==> src/rtl/fetch_stage.sv <==
// IF stage: PC register, next-PC select and IF/ID pipeline register with a RUN/HOLD stall FSM.
// Define FETCH_PERF_CNT_EN to build the saturating stall/flush performance counters.
module fetch_stage #(
  parameter logic [31:0] RESET_PC = 32'h0000_0000
) (
  input  logic        clk,
  input  logic        rst,
  input  logic        PCwrite,
  input  logic        awrite,
  input  logic        flush,
  input  logic [1:0]  pc_src,
  input  logic [31:0] br_target,
  input  logic [31:0] j_target,
  input  logic [31:0] jr_target,
  input  logic [31:0] inst_in,
  output logic [31:0] pc,
  output logic [31:0] IF_ID_pc4,
  output logic [31:0] IF_ID_inst,
  output logic        IF_ID_valid,
  output logic [15:0] stall_cnt,
  output logic [15:0] flush_cnt
);

  typedef enum logic {RUN, HOLD} state_e;

  localparam logic [31:0] RESET_PC_A = {RESET_PC[31:2], 2'b00};

  state_e      state_q;
  logic [31:0] pc_q, pc_d, pc4;
  logic [31:0] ifid_pc4_q, ifid_inst_q;
  logic        ifid_valid_q;
  logic [31:0] sel;

  assign pc4 = pc_q + 32'd4;

  always_comb begin
    sel = pc4;
    case (pc_src)
      2'b00: sel = pc4;
      2'b01: sel = br_target;
      2'b10: sel = j_target;
      2'b11: sel = jr_target;
      default: sel = pc4;
    endcase
    pc_d = {sel[31:2], 2'b00};
  end

  // PCwrite=0 wins over flush: pc holds and the redirect is dropped.
  always_ff @(posedge clk or negedge rst) begin
    if (!rst) begin
      state_q      <= RUN;
      pc_q         <= RESET_PC_A;
      ifid_pc4_q   <= '0;
      ifid_inst_q  <= '0;
      ifid_valid_q <= 1'b0;
    end else begin
      case (state_q)
        RUN:     if (!PCwrite) state_q <= HOLD;
        HOLD:    if (PCwrite)  state_q <= RUN;
        default: state_q <= RUN;
      endcase
      if (PCwrite) pc_q <= pc_d;
      if (awrite) begin
        if (flush) begin
          ifid_pc4_q   <= '0;
          ifid_inst_q  <= '0;
          ifid_valid_q <= 1'b0;
        end else begin
          ifid_pc4_q   <= pc4;
          ifid_inst_q  <= inst_in;
          ifid_valid_q <= 1'b1;
        end
      end
    end
  end

  assign pc          = pc_q;
  assign IF_ID_pc4   = ifid_pc4_q;
  assign IF_ID_inst  = ifid_inst_q;
  assign IF_ID_valid = ifid_valid_q;

`ifdef FETCH_PERF_CNT_EN
  logic [15:0] stall_cnt_q, flush_cnt_q;

  always_ff @(posedge clk or negedge rst) begin
    if (!rst) begin
      stall_cnt_q <= '0;
      flush_cnt_q <= '0;
    end else begin
      if (!PCwrite && stall_cnt_q != 16'hFFFF)
        stall_cnt_q <= stall_cnt_q + 16'd1;
      if (PCwrite && awrite && flush && flush_cnt_q != 16'hFFFF)
        flush_cnt_q <= flush_cnt_q + 16'd1;
    end
  end

  assign stall_cnt = stall_cnt_q;
  assign flush_cnt = flush_cnt_q;
`else
  assign stall_cnt = 16'h0000;
  assign flush_cnt = 16'h0000;
`endif

endmodule

==> config.mk <==
export PLATFORM = sky130hd
export DESIGN_NAME = fetch_stage
export DESIGN_NICKNAME = d
export VERILOG_FILES = /design/src/rtl/fetch_stage.sv
export SDC_FILE = /design/constraint.sdc
export NUM_CORES = 1
export LEC_CHECK = 0
export CORE_ASPECT_RATIO = 1.25
export CORE_MARGIN = 2
export CORE_UTILIZATION = 46
export DETAILED_ROUTE_END_ITERATION = 16
export HOLD_SLACK_MARGIN = 0.03
export PLACE_DENSITY = 0.95
export SYNTH_ARGS = -nofsm -noshare
export SYNTH_HDL_FRONTEND = slang
export SYNTH_SLANG_ARGS = --single-unit
==> constraint.sdc <==
create_clock -name clk -period 5.1 [get_ports clk]
set_input_delay 0.51 -clock clk [delete_from_list [all_inputs] [get_ports clk]]
set_output_delay 0.51 -clock clk [all_outputs]
set_load 0.02 [all_outputs]
# Word level (Yosys, flattened, before mapping)
# Cells that the tools add are included.
dict set report totals {
  output_inout_bits 129
  inputBits 135
  reg_bits 95
  word_cells 13
}
dict set report op_classes {
  n_mux 4
  reduce_logical 1
  add_sub_neg 1
  n_eq_ne 3
}
# cell n
set op_table {}
lappend op_table {{$pmux 32 s4} 1}
lappend op_table {{$mux 32} 2}
lappend op_table {{$add 32x3->32 const B} 1}
lappend op_table {{$eq 2x2->1 const B} 2}
lappend op_table {{$eq 2x1->1 const B} 1}
lappend op_table {{$logic_not 2->1} 1}
lappend op_table {{$mux 1} 1}

# Logic depth before layout (Yosys ltp)
# Gate-level depths: netlist (run 1).
dict set report depth {
  word_depth 2
  ltp_mapped 7
  mapped_depth_nobuf 5
}

# Least setup slack after synthesis (run 1)
# Ideal clock, no wire load.
dict set report synth_timing {
  kind {flip-flop to flip-flop}
  from {register pc_q[2], in the netlist pc[2]}
  to {register ifid_pc4_q[16], in the netlist IF_ID_pc4[16]}
  setup_time_ns 0.126
  n_path_buf 1
  period_less_slack_ns 1.994
  setup_slack_ns 3.106
  stages_incl_launch_ff 7
  required_ns 4.974
  arrival_time_ns 1.868
  cell_sequence {dfrtp_1 ha_1 nand4_1 nor4_4 buf_4 a21oi_1 a221o_1}
}
dict set report synth_between {
  elab_chain_cells 2
}
# element line
set synth_rtl {}
lappend synth_rtl {{from (decl)} 29} ;# logic [31:0] pc_q, pc_d, pc4;
lappend synth_rtl {{from (signal assigned)} 62} ;# if (PCwrite) pc_q <= pc_d;
lappend synth_rtl {{$add 32x3->32} 34} ;# assign pc4 = pc_q + 32'd4;
lappend synth_rtl {{$mux 32} 64} ;# if (flush) begin
lappend synth_rtl {{to (signal assigned)} 69} ;# ifid_pc4_q <= pc4;
lappend synth_rtl {{to (decl)} 30} ;# logic [31:0] ifid_pc4_q, ifid_inst_q;
# Every way passes these cells.
# A chain may end at the register's enable or synchronous reset.

# Worst setup path after layout (run 1)
dict set report layout_timing {
  from {input pc_src[1]}
  to {register pc_q[16], in the netlist pc[16]}
}
dict set report layout_between {
  elab_chain_cells 2
  elab_cells_between_ends 5
  cone_classes {eq/ne (3); mux (1); reduce/logical (1)}
}
# element line
set layout_rtl {}
lappend layout_rtl {{from (decl)} 11} ;# input logic [1:0] pc_src,
lappend layout_rtl {{$eq 2x2->1 (tied with other cells)} 38} ;# case (pc_src)
lappend layout_rtl {{$pmux 32 s4 *} 38}
# Every way passes the cells marked *; elsewhere a longest branch is shown, timed or not.

==> results of run 1 <==
state kept, by name (all words and copies together), names as in the netlist:
| signal | cells |
|---|---|
| IF_ID_inst | 32 |
| IF_ID_pc4 | 30 |
| pc | 30 |
| IF_ID_valid | 1 |
cells in the final DEF, fill, tap and decap left out, types with 4 or more instances in the layout:
cell,n
nor3_1,19
a2bb2oi_1,15
mux2_2,4
a211oi_1,19
a221o_1,7
nor2b_1,35
and4_1,5
conb_1,36
buf_4,8
o2bb2ai_1,12
nand4_1,15
a31o_2,33
nand2_1,24
clkbuf_16,9
a31oi_1,4
a311oi_1,5
o21ai_0,11
clkdlybuf4s50_1,217
inv_1,16
xnor2_1,9
dfrtp_1,93
nor4_1,11
nand3_1,23
o31ai_1,9
a21oi_1,12
mux2i_1,36
and3_1,17
o221ai_1,6
and2_1,6
mux4_2,5
nor2_1,29
a22o_1,5
kinds of logic (layout without fill, tap and decap cells):
family	Yosys count	after routing	share of synthesized area, %
muxes	45	45	8.55
DFF	93	93	38.4
and+or+nand+nor	210	210	20.8
other	1	36	0.0619
xor gates and xnor gates	12	12	1.74
AOI/OAI and AO/OA	153	153	20.1
adders and majority gates	1	1	0.207
buffers and inverters	116	262	10.1
power groups by stage:
stage	Clock, mW	Sequential, mW	Combinational [mW]
floorplan	0	1.02	0.352
global placement	0	0.962	0.746
detailed placement	0	0.968	0.757
CTS	0.789	0.957	0.760
global route	0.820	0.976	0.809
finish	0.777	0.960	0.756
stage by stage:
| stage | hold WS [ns] | cells | setup slack, ns |
|---|---|---|---|
| final | 0.165 | 980 | 2.47 |
| after global routing | 0.206 | 980 | 2.27 |
| after CTS | 0.182 | 980 | 2.50 |
| after detailed placement | 0.468 | 964 | 2.16 |
| after global placement | 0.464 | 964 | 2.21 |
| after floorplan | 0.214 | 666 | 3.11 |
metal layers:
metal	global-route usage, %	share of wire, %	vias up
met5	0	0	-
met4	8.87	2.7	0
met3	7.76	9.9	38
met2	45.2	50	320
met1	31.6	37	2709
li1	-	-	2636
worst min-delay path by stage:
stage	depth (start not counted)	endpoint
after global routing	1	IF_ID_pc4[8]
after detailed placement	2	IF_ID_pc4[2]
after floorplan	0	IF_ID_inst[0]
after CTS	1	IF_ID_pc4[8]
after global placement	2	IF_ID_pc4[12]
final	1	IF_ID_pc4[8]
final cells by class:
class / instances / area [sq um] / share of cell area [%]
repair buffers: 228 / 2250 / 26.6
clock inverters: 4 / 95.1 / 1.13
well taps: 168 / 210 / 2.49
clock buffers: 12 / 246 / 2.92
flip-flops and latches: 93 / 2330 / 27.6
inverters: 18 / 67.6 / 0.800
multi-input cells: 457 / 3250 / 38.5
==> impl_metrics.py, run 1 <==
metrics = {
    "sta": {
        "slew-limit-headroom_pct": 31.2,
        "rsz0062_at_grt": "false",
        "drv_slew": 0,
        "finalCriticalPeriod_ns": 2.63,
        "tns_ns": 0,
        "hold_viol_final": 0,
        "finalCritPeriodShare_pct": 51.5,
        "setup_viol": 0,
        "max_freq_mhz": 380,
        "skew_ns": 0.0101,
        "worst_slew_pin_slew_ns": 1.03,
    },
    "yosys": {
        "synthTopCellsByCount": "93 x dfrtp_1, 41 x buf_4, 36 x mux2i_1, 35 x nor2b_1",
        "synth_most_common_cell": "dfrtp_1",
        "syn-instance-count": 631,
        "async_flop_share_pct": 100,
        "synth.cell_area_sq_mm": 0.00606,
        "ys_top_cells_by_area": "dfrtp_1 38%, mux2i_1 6.0%, buf_4 5.1%, a31o_2 4.8%, nor2b_1 3.6%",
        "synth_edf_count": 0,
        "postSynthAreaPerCell_sq_um": 9.60,
        "ys_seq_elements": 93,
        "synth_flop_cell": "dfrtp_1",
        "yosysWarnings": 0,
        "synth_area_leader_cell": "dfrtp_1",
        "ys_types": 63,
        "synth_top_area_share_pct": 38.4,
        "ys_seq_area_share_pct": 38.4,
    },
    "detailed_routing": {
        "avgViaCountPerCell": 5.82,
        "firstDrtPassIters": 5,
        "drc": 0,
        "drt_iter0_drc": 464,
        "wl_per_cell_um": 19.2,
        "ant_nets": 0,
        "routed_wl_um": 18800,
        "via_count": 5703,
    },
    "worst_setup_path": {
        "r2r-start": "pc[2]",
        "crit_path_cell_trace": "clkdlybuf4s50_1, buf_4, nand2b_1, a2bb2oi_1, mux2i_1, a211oi_1",
        "critPathSlowestCell": "clkdlybuf4s50_1",
        "critical_path_buf_inv_count": 2,
        "path_class": "input port to flop",
        "cpPeakStageDelay_ns": 0.81,
        "cp.depth": 6,
        "worstSetupStartpointType": "input port",
        "rr_worst_depth": 5,
        "cp-startpoint": "pc_src[1]",
        "r2r-end": "IF_ID_pc4[22]",
        "worstSetupEndpoint": "pc[16]",
        "rrSetupSlack_ns": 2.63,
        "path_max_fanout": 18,
        "crit_path_end_kind": "flop",
        "crit_family": "buffers and inverters",
        "cp_data_required_time_ns": 5.36,
        "crit_arrival_ns": 2.88,
    },
    "die": {
        "fp.dieW_um": 107,
        "start_util_pct": 47.4,
        "dieHeight_um": 132,
        "dieArea_sq_mm": 0.0141,
        "ios": 264,
        "core_area_sq_mm": 0.0128,
        "std_cell_rows": 46,
    },
    "clock_network": {
        "clkSinkCount": 93,
        "cts_resized": 0,
        "clk_path_buf_depth": 2,
        "cts_inserted_buffers": 9,
        "cts.clk_slew.worst_paths_ns": 0.07,
        "cts-root-buf": "clkbuf_16",
        "cts_tree": "done",
        "clk_latency_ns": 0.34,
        "postCtsHoldBufs": 0,
        "cts_setup_buffers": 0,
        "htreeDepth": 3,
    },
    "grt": {
        "antenna_found_initial": 0,
        "grt_max_degree": 97,
        "grt_overflow": 0,
        "grt_pass1_vias": 5766,
        "grt_use_total_pct": 26.4,
        "grt_pass1_wl_um": 29900,
    },
    "outcome": {
        "outcome": "finished, final reports clean",
    },
    "power_and_ir_drop": {
        "p_int_mw": 1.69,
        "share_comb_of_total_power_pct": 30.3,
        "ir_drop_mv": 0.179,
        "p_switching_uw": 799,
        "swShare_pct": 32.1,
        "p_per_area_mw_per_mm2": 295,
        "seq_power_share_pct": 38.5,
        "leakage_nw": 3.48,
        "p_clk_share_pct": 31.2,
        "p_total_mw": 2.49,
    },
    "placed_design": {
        "port_buffers": 221,
        "dpl.hpwl_um": 13500,
        "gp_congestion": 0.894,
        "postPlaceCellArea_sq_mm": 0.00810,
    },
    "layout": {
        "utilization_pct": 66.1,
        "syn_to_final_growth_pct": 39.4,
        "n_antenna_cell": 0,
        "nNetsFinal": 943,
        "drive_above_1_share_pct": 10.2,
        "fin_area_sq_mm": 0.00844,
        "fill_cells": 990,
    },
    "job": {
        "cap_violations": 0,
    },
    "min_path": {
        "hold_path.class": "input port to asynchronous set/reset pin",
    },
}
Power figures use the tool's default switching activity.
==> run 2: changes to the inputs <==
--- a/config.mk
+++ b/config.mk
@@ -7,10 +7,10 @@
 export LEC_CHECK = 0
 export CORE_ASPECT_RATIO = 1.25
 export CORE_MARGIN = 2
-export CORE_UTILIZATION = 46
+export CORE_UTILIZATION = 43
 export DETAILED_ROUTE_END_ITERATION = 16
 export HOLD_SLACK_MARGIN = 0.03
-export PLACE_DENSITY = 0.95
+export PLACE_DENSITY = 0.93
 export SYNTH_ARGS = -nofsm -noshare
 export SYNTH_HDL_FRONTEND = slang
 export SYNTH_SLANG_ARGS = --single-unit
==> constraint.sdc (replaced) <==
create_clock -name clk -period 2.5 [get_ports clk]
set_input_delay 0.25 -clock clk [delete_from_list [all_inputs] [get_ports clk]]
set_output_delay 0.25 -clock clk [all_outputs]
set_load 0.02 [all_outputs]
==> impl_metrics.py, run 2 (same netlist as run 1, synthesis figures left out) <==
metrics = {
    "detailed_routing": {
        "via_count": 5824,
        "ant_nets": 0,
        "drc": 0,
        "wl_per_cell_um": 18.8,
        "drt_iter0_drc": 611,
        "routed_wl_um": 18900,
        "firstDrtPassIters": 5,
        "avgViaCountPerCell": 5.81,
    },
    "grt": {
        "antenna_found_initial": 0,
        "grt_pass1_vias": 5605,
        "grt_overflow": 0,
        "grt_use_total_pct": 24.5,
        "grt_max_degree": 45,
        "grt_pass1_wl_um": 28700,
    },
    "layout": {
        "mostFrequentLayoutCell": "clkdlybuf4s50_1",
        "drive_above_1_share_pct": 11.8,
        "final_cell_mix": "217 x clkdlybuf4s50_1, 93 x dfrtp_1, 36 x mux2i_1, 36 x conb_1, 35 x nor2b_1",
        "largest_reg_flops": 32,
        "syn_to_final_growth_pct": 41.4,
        "n_antenna_cell": 0,
        "fill_cells": 1136,
        "multi_input_area_sq_mm": 0.00325,
        "regArea_sq_mm": 0.00233,
        "nNetsFinal": 959,
    },
    "sta": {
        "rsz0062_at_grt": "false",
        "max_freq_mhz": 488,
        "finalCriticalPeriod_ns": 2.05,
        "skew_ns": 0.0116,
        "layout_setup_ws_ns": 0.449,
        "hold_viol_final": 0,
        "setup_viol": 0,
        "drv_slew": 0,
        "slew-limit-headroom_pct": 56.2,
        "tns_ns": 0,
        "worst_slew_pin_slew_ns": 0.652,
        "finalCritPeriodShare_pct": 82.0,
    },
    "clock_network": {
        "clk_path_buf_depth": 2,
        "clkSinkCount": 93,
        "cts_tree": "done",
        "clk_latency_ns": 0.35,
        "cts-root-buf": "clkbuf_16",
        "cts.clk_slew.worst_paths_ns": 0.07,
        "htreeDepth": 3,
        "cts_inserted_buffers": 9,
        "cts_setup_buffers": 0,
    },
    "placed_design": {
        "dpl_worst_slack_ns": 0.432,
        "port_buffers": 221,
        "gp_congestion": 0.897,
        "dpl.hpwl_um": 14200,
    },
    "worst_setup_path": {
        "r2r-start": "pc[3]",
        "rrSetupSlack_ns": 0.45,
        "path_class": "flop to flop",
        "rr_worst_depth": 5,
        "r2r-end": "IF_ID_pc4[26]",
        "crit_arrival_ns": 2.28,
        "crit_path_end_kind": "flop",
        "crit_path_cell_trace": "ha_1, and4_1, nand4_2, o2111a_1, a221o_1",
        "worstSetupStartpointType": "flop",
        "worstSetupEndpoint": "IF_ID_pc4[26]",
        "critPathSlowestCell": "dfrtp_1",
        "path_max_fanout": 7,
        "cp-startpoint": "pc[3]",
        "cpPeakStageDelay_ns": 0.44,
        "cp_data_required_time_ns": 2.73,
    },
    "power_and_ir_drop": {
        "leakage_nw": 3.55,
        "p_per_area_mw_per_mm2": 575,
        "ir_drop_mv": 0.303,
    },
    "die": {
        "ios": 264,
        "std_cell_rows": 48,
        "dieArea_sq_mm": 0.0151,
        "dieHeight_um": 137,
        "core_area_sq_mm": 0.0138,
        "start_util_pct": 43.8,
        "fp.dieW_um": 110,
    },
    "min_path": {
        "hold_path.class": "input port to asynchronous set/reset pin",
    },
    "job": {
        "cap_violations": 0,
    },
    "outcome": {
        "outcome": "finished, final reports clean",
    },
}
==> run 2: cell types whose count changed in the layout (fill, tap and decap cells not counted) <==
cell	delta
dlygate4sd3_1	+1
clkinvlp_4	+1
buf_12	+3
bufinv_16	-2
clkinv_2	+1
buf_4	+12
==> run 2: layer usage <==
layer  wire [um]  share of wire (%)  global-route usage (%)
met1        6670                 35                    28.1
met2        9340                 50                    41.6
met3        2100                 11                    6.48
met4         755                4.0                    11.9
met5           0                  0                       0
==> run 2: layout make-up <==
cell class | count | share of cell area [%]
clock buffer | 12 | 2.88
sequential | 93 | 27.2
clock inverter | 4 | 0.555
timing repair buffer | 244 | 28.1
multi-input combinational | 457 | 37.9
tap | 175 | 2.56
inverter | 18 | 0.789
==> run 2: through the flow <==
stage | cells | hold WS [ns] | util (%) | area, sq um | power, mW
after CTS | 1003 | 0.360 | 62.0 | 8560 | 4.95
after global placement | 986 | 0.175 | 59.8 | 8260 | 3.52
after detailed placement | 986 | 0.179 | 59.8 | 8260 | 3.55
after global routing | 1003 | 0.379 | 62.0 | 8560 | 5.14
after floorplan | 666 | -0.0456 | - | 6190 | 2.79
final | 1003 | 0.358 | 62.0 | 8560 | 4.92
==> run 2: power breakdown <==
part	internal [mW]	switching [mW]	leakage [nW]
registers	1.68	0.265	1.17
logic	0.790	0.791	2.23
clock network	0.801	0.590	0.143
==> run 2: worst min path at each step <==
stage                         end  slack, ns  depth (start not counted)
global placement     IF_ID_pc4[5]       0.18                          1
finish               IF_ID_pc4[4]       0.36                          2
global route        IF_ID_pc4[13]       0.38                          2
floorplan           IF_ID_inst[0]      -0.05                          0
detailed placement   IF_ID_pc4[5]       0.18                          1
CTS                 IF_ID_pc4[12]       0.36                          2
==> run 2: worst max-delay path, delay by kind of cell (launching register included) <==
kind | cells | cell delay (ns)
AOI/OAI and AO/OA | 2 | 0.57
adders and majority gates | 1 | 0.32
DFF | 1 | 0.44
and+or+nand+nor | 2 | 0.60
==> run 2: what timing repair did <==
| action | 4_1_cts | 5_1_grt |
|---|---|---|
| setup endpoints to repair | 0 | 0 |
| hold endpoints to repair | 23 | 0 |
| resized for setup | 0 | 0 |
| hold buffers | 1 | 0 |
==> run 3: changes to the inputs <==
--- a/config.mk
+++ b/config.mk
@@ -7,10 +7,10 @@
 export LEC_CHECK = 0
 export CORE_ASPECT_RATIO = 1.25
 export CORE_MARGIN = 2
-export CORE_UTILIZATION = 43
+export CORE_UTILIZATION = 39
 export DETAILED_ROUTE_END_ITERATION = 16
 export HOLD_SLACK_MARGIN = 0.03
-export PLACE_DENSITY = 0.93
+export PLACE_DENSITY = 0.89
 export SYNTH_ARGS = -nofsm -noshare
 export SYNTH_HDL_FRONTEND = slang
 export SYNTH_SLANG_ARGS = --single-unit
==> constraint.sdc (replaced) <==
create_clock -name clk -period 1.7 [get_ports clk]
set_input_delay 0.17 -clock clk [delete_from_list [all_inputs] [get_ports clk]]
set_output_delay 0.17 -clock clk [all_outputs]
set_load 0.02 [all_outputs]
==> impl_metrics.py, run 3 (same netlist as run 1, synthesis figures left out) <==
metrics = {
    "worst_setup_path": {
        "crit_path_end_kind": "flop",
        "crit_family": "flip-flops",
        "crit_arrival_ns": 2.02,
        "worstSetupStartpointType": "flop",
        "r2r-start": "pc[2]",
        "cp_data_required_time_ns": 1.95,
        "cpPeakStageDelay_ns": 0.43,
        "path_max_fanout": 5,
        "rr_worst_depth": 7,
        "critPathMostFrequentCell": "buf_4",
        "critical_path_buf_inv_count": 2,
        "path_class": "flop to flop",
        "r2r-end": "IF_ID_pc4[10]",
        "crit_path_cell_trace": "ha_4, nand4_1, buf_4, nor2_1, buf_4, xnor2_1, o31ai_1",
        "rrSetupSlack_ns": -0.07,
        "critPathSlowestCell": "dfrtp_2",
    },
    "outcome": {
        "outcome": "complete, but fails checks",
        "failed_checks": "setup timing",
    },
    "min_path": {
        "hold_path_end": "pc[17]",
        "hold_path.class": "input port to flop",
        "hold_depth": 3,
        "hold_start": "PCwrite",
    },
    "power_and_ir_drop": {
        "p_per_area_mw_per_mm2": 801,
        "share_comb_of_total_power_pct": 36.4,
        "ir_drop_mv": 0.354,
        "p_switching_mw": 2.58,
        "p_int_mw": 4.88,
        "seq_power_share_pct": 37.2,
        "swShare_pct": 34.5,
        "p_total_mw": 7.46,
        "leakage_nw": 3.96,
        "p_clk_share_pct": 26.4,
    },
    "detailed_routing": {
        "firstDrtPassIters": 5,
        "drt_iter0_drc": 444,
        "via_count": 6159,
        "drc": 0,
        "wl_per_cell_um": 19.2,
        "ant_nets": 0,
        "avgViaCountPerCell": 5.59,
        "routed_wl_um": 21200,
    },
    "clock_network": {
        "htreeDepth": 3,
        "cts_inserted_buffers": 9,
        "cts_tree": "done",
        "clkSinkCount": 93,
        "clk_latency_ns": 0.36,
        "clk_path_buf_depth": 2,
        "cts-root-buf": "clkbuf_16",
        "cts.clk_slew.worst_paths_ns": 0.07,
    },
    "sta": {
        "fin_hold_ws_ns": 0.209,
        "setup_viol": 8,
        "tns_ns": -0.329,
        "worst_slew_pin_slew_ns": 0.510,
        "layout_setup_ws_ns": -0.0675,
        "max_freq_mhz": 566,
        "skew_ns": 0.00940,
        "slew-limit-headroom_pct": 65.9,
        "hold_viol_final": 0,
        "rsz0062_at_grt": "true",
        "finalCritPeriodShare_pct": 104,
        "drv_slew": 0,
        "finalCriticalPeriod_ns": 1.77,
    },
    "placed_design": {
        "gp_congestion": 0.878,
        "port_buffers": 221,
        "dpl.hpwl_um": 15400,
    },
    "layout": {
        "mostFrequentLayoutCell": "clkdlybuf4s50_1",
        "syn_to_final_growth_pct": 53.8,
        "final_cell_mix": "193 x clkdlybuf4s50_1, 77 x buf_4, 74 x dfrtp_1",
        "largest_reg_flops": 32,
        "fill_cells": 1212,
        "drive_above_1_share_pct": 23.3,
        "n_antenna_cell": 0,
        "nNetsFinal": 1024,
    },
    "die": {
        "dieArea_sq_mm": 0.0165,
        "dieHeight_um": 143,
        "ios": 264,
        "std_cell_rows": 50,
        "core_area_sq_mm": 0.0151,
        "start_util_pct": 40.2,
        "fp.dieW_um": 115,
    },
    "job": {
        "cap_violations": 0,
    },
    "grt": {
        "grt_pass1_wl_um": 31400,
        "antenna_found_initial": 0,
        "grt_pass1_vias": 6051,
        "grt_overflow": 0,
        "grt_max_degree": 97,
        "grt_use_total_pct": 24.4,
    },
}
-- run 3: changes by cell type in the layout (fill, tap and decap cells not counted), sizes merged --
| cell | change |
|---|---|
| bufinv | -1 |
| clkdlybuf4s50 | -24 |
| dlymetal6s2s | +3 |
| dlygate4sd2 | +21 |
| buf | +65 |
| clkinv | +1 |
-- run 3: cell type report --
class | instances | area [sq um] | area share, %
Clock buffer | 12 | 256 | 2.75
Clock inverter | 4 | 22.5 | 0.242
Inverter | 18 | 67.6 | 0.725
Multi-Input combinational cell | 457 | 3420 | 36.7
Sequential cell | 93 | 2350 | 25.2
Tap cell | 208 | 260 | 2.79
Timing Repair Buffer | 309 | 2940 | 31.6
-- run 3: layer usage --
layer  global-route usage [%]  part of all wire, %  up-vias  routed length, um
met5                        0                    0        -                  0
met1                     27.0                   36     2919               7640
li1                         -                    -     2805                  -
met4                     12.9                  4.6        0                964
met2                     42.6                   50      362              10700
met3                     6.12                  9.0       73               1900
-- run 3: repair_timing --
action | in CTS | in global routing
gates resized for setup | 27 | 31
gates cloned | 0 | 1
hold buffers | 1 | 0
hold endpoints to repair | 22 | 0
endpoints found under the setup margin | 30 | 30
buffers inserted | 1 | 10
pin swaps | 0 | 9
-- run 3: worst reg2reg max path, stage by stage (launching register included) --
cell and delay (ns):
dfrtp_2 0.43, ha_4 0.15, nand4_1 0.14, buf_4 0.18
nor2_1 0.27, buf_4 0.18, xnor2_1 0.10, o31ai_1 0.21
-- run 3: worst max path at each step --
| stage | from | end | depth (start not counted) |
|---|---|---|---|
| after CTS | pc[3] | IF_ID_pc4[10] | 6 |
| after global routing | pc[2] | pc[30] | 8 |
| final | pc[2] | IF_ID_pc4[10] | 7 |
| after detailed placement | pc_src[1] | pc[31] | 6 |
| after global placement | pc_src[1] | pc[3] | 4 |
| after floorplan | pc[7] | IF_ID_pc4[16] | 6 |
-- run 3: power by group through the flow --
stage	registers [mW]	logic [mW]	clock network, mW
final	2.77	2.72	1.97
after floorplan	3.07	1.09	0
after global placement	2.79	2.64	0
after global routing	2.81	2.88	2.10
after CTS	2.77	2.64	2.01
after detailed placement	2.80	2.68	0
-- run 3: metrics by stage --
stage | worst slack (ns) | utilization [%] | instance area, sq um | cells
3_5_place_dp | -0.145 | 58.5 | 8820 | 1073
2_1_floorplan | -0.0256 | - | 6270 | 666
5_1_grt | -0.172 | 61.8 | 9320 | 1101
6_report | -0.0675 | 61.8 | 9320 | 1101
3_3_place_gp | -0.0743 | 58.5 | 8820 | 1073
4_1_cts | -0.0261 | 60.4 | 9110 | 1091
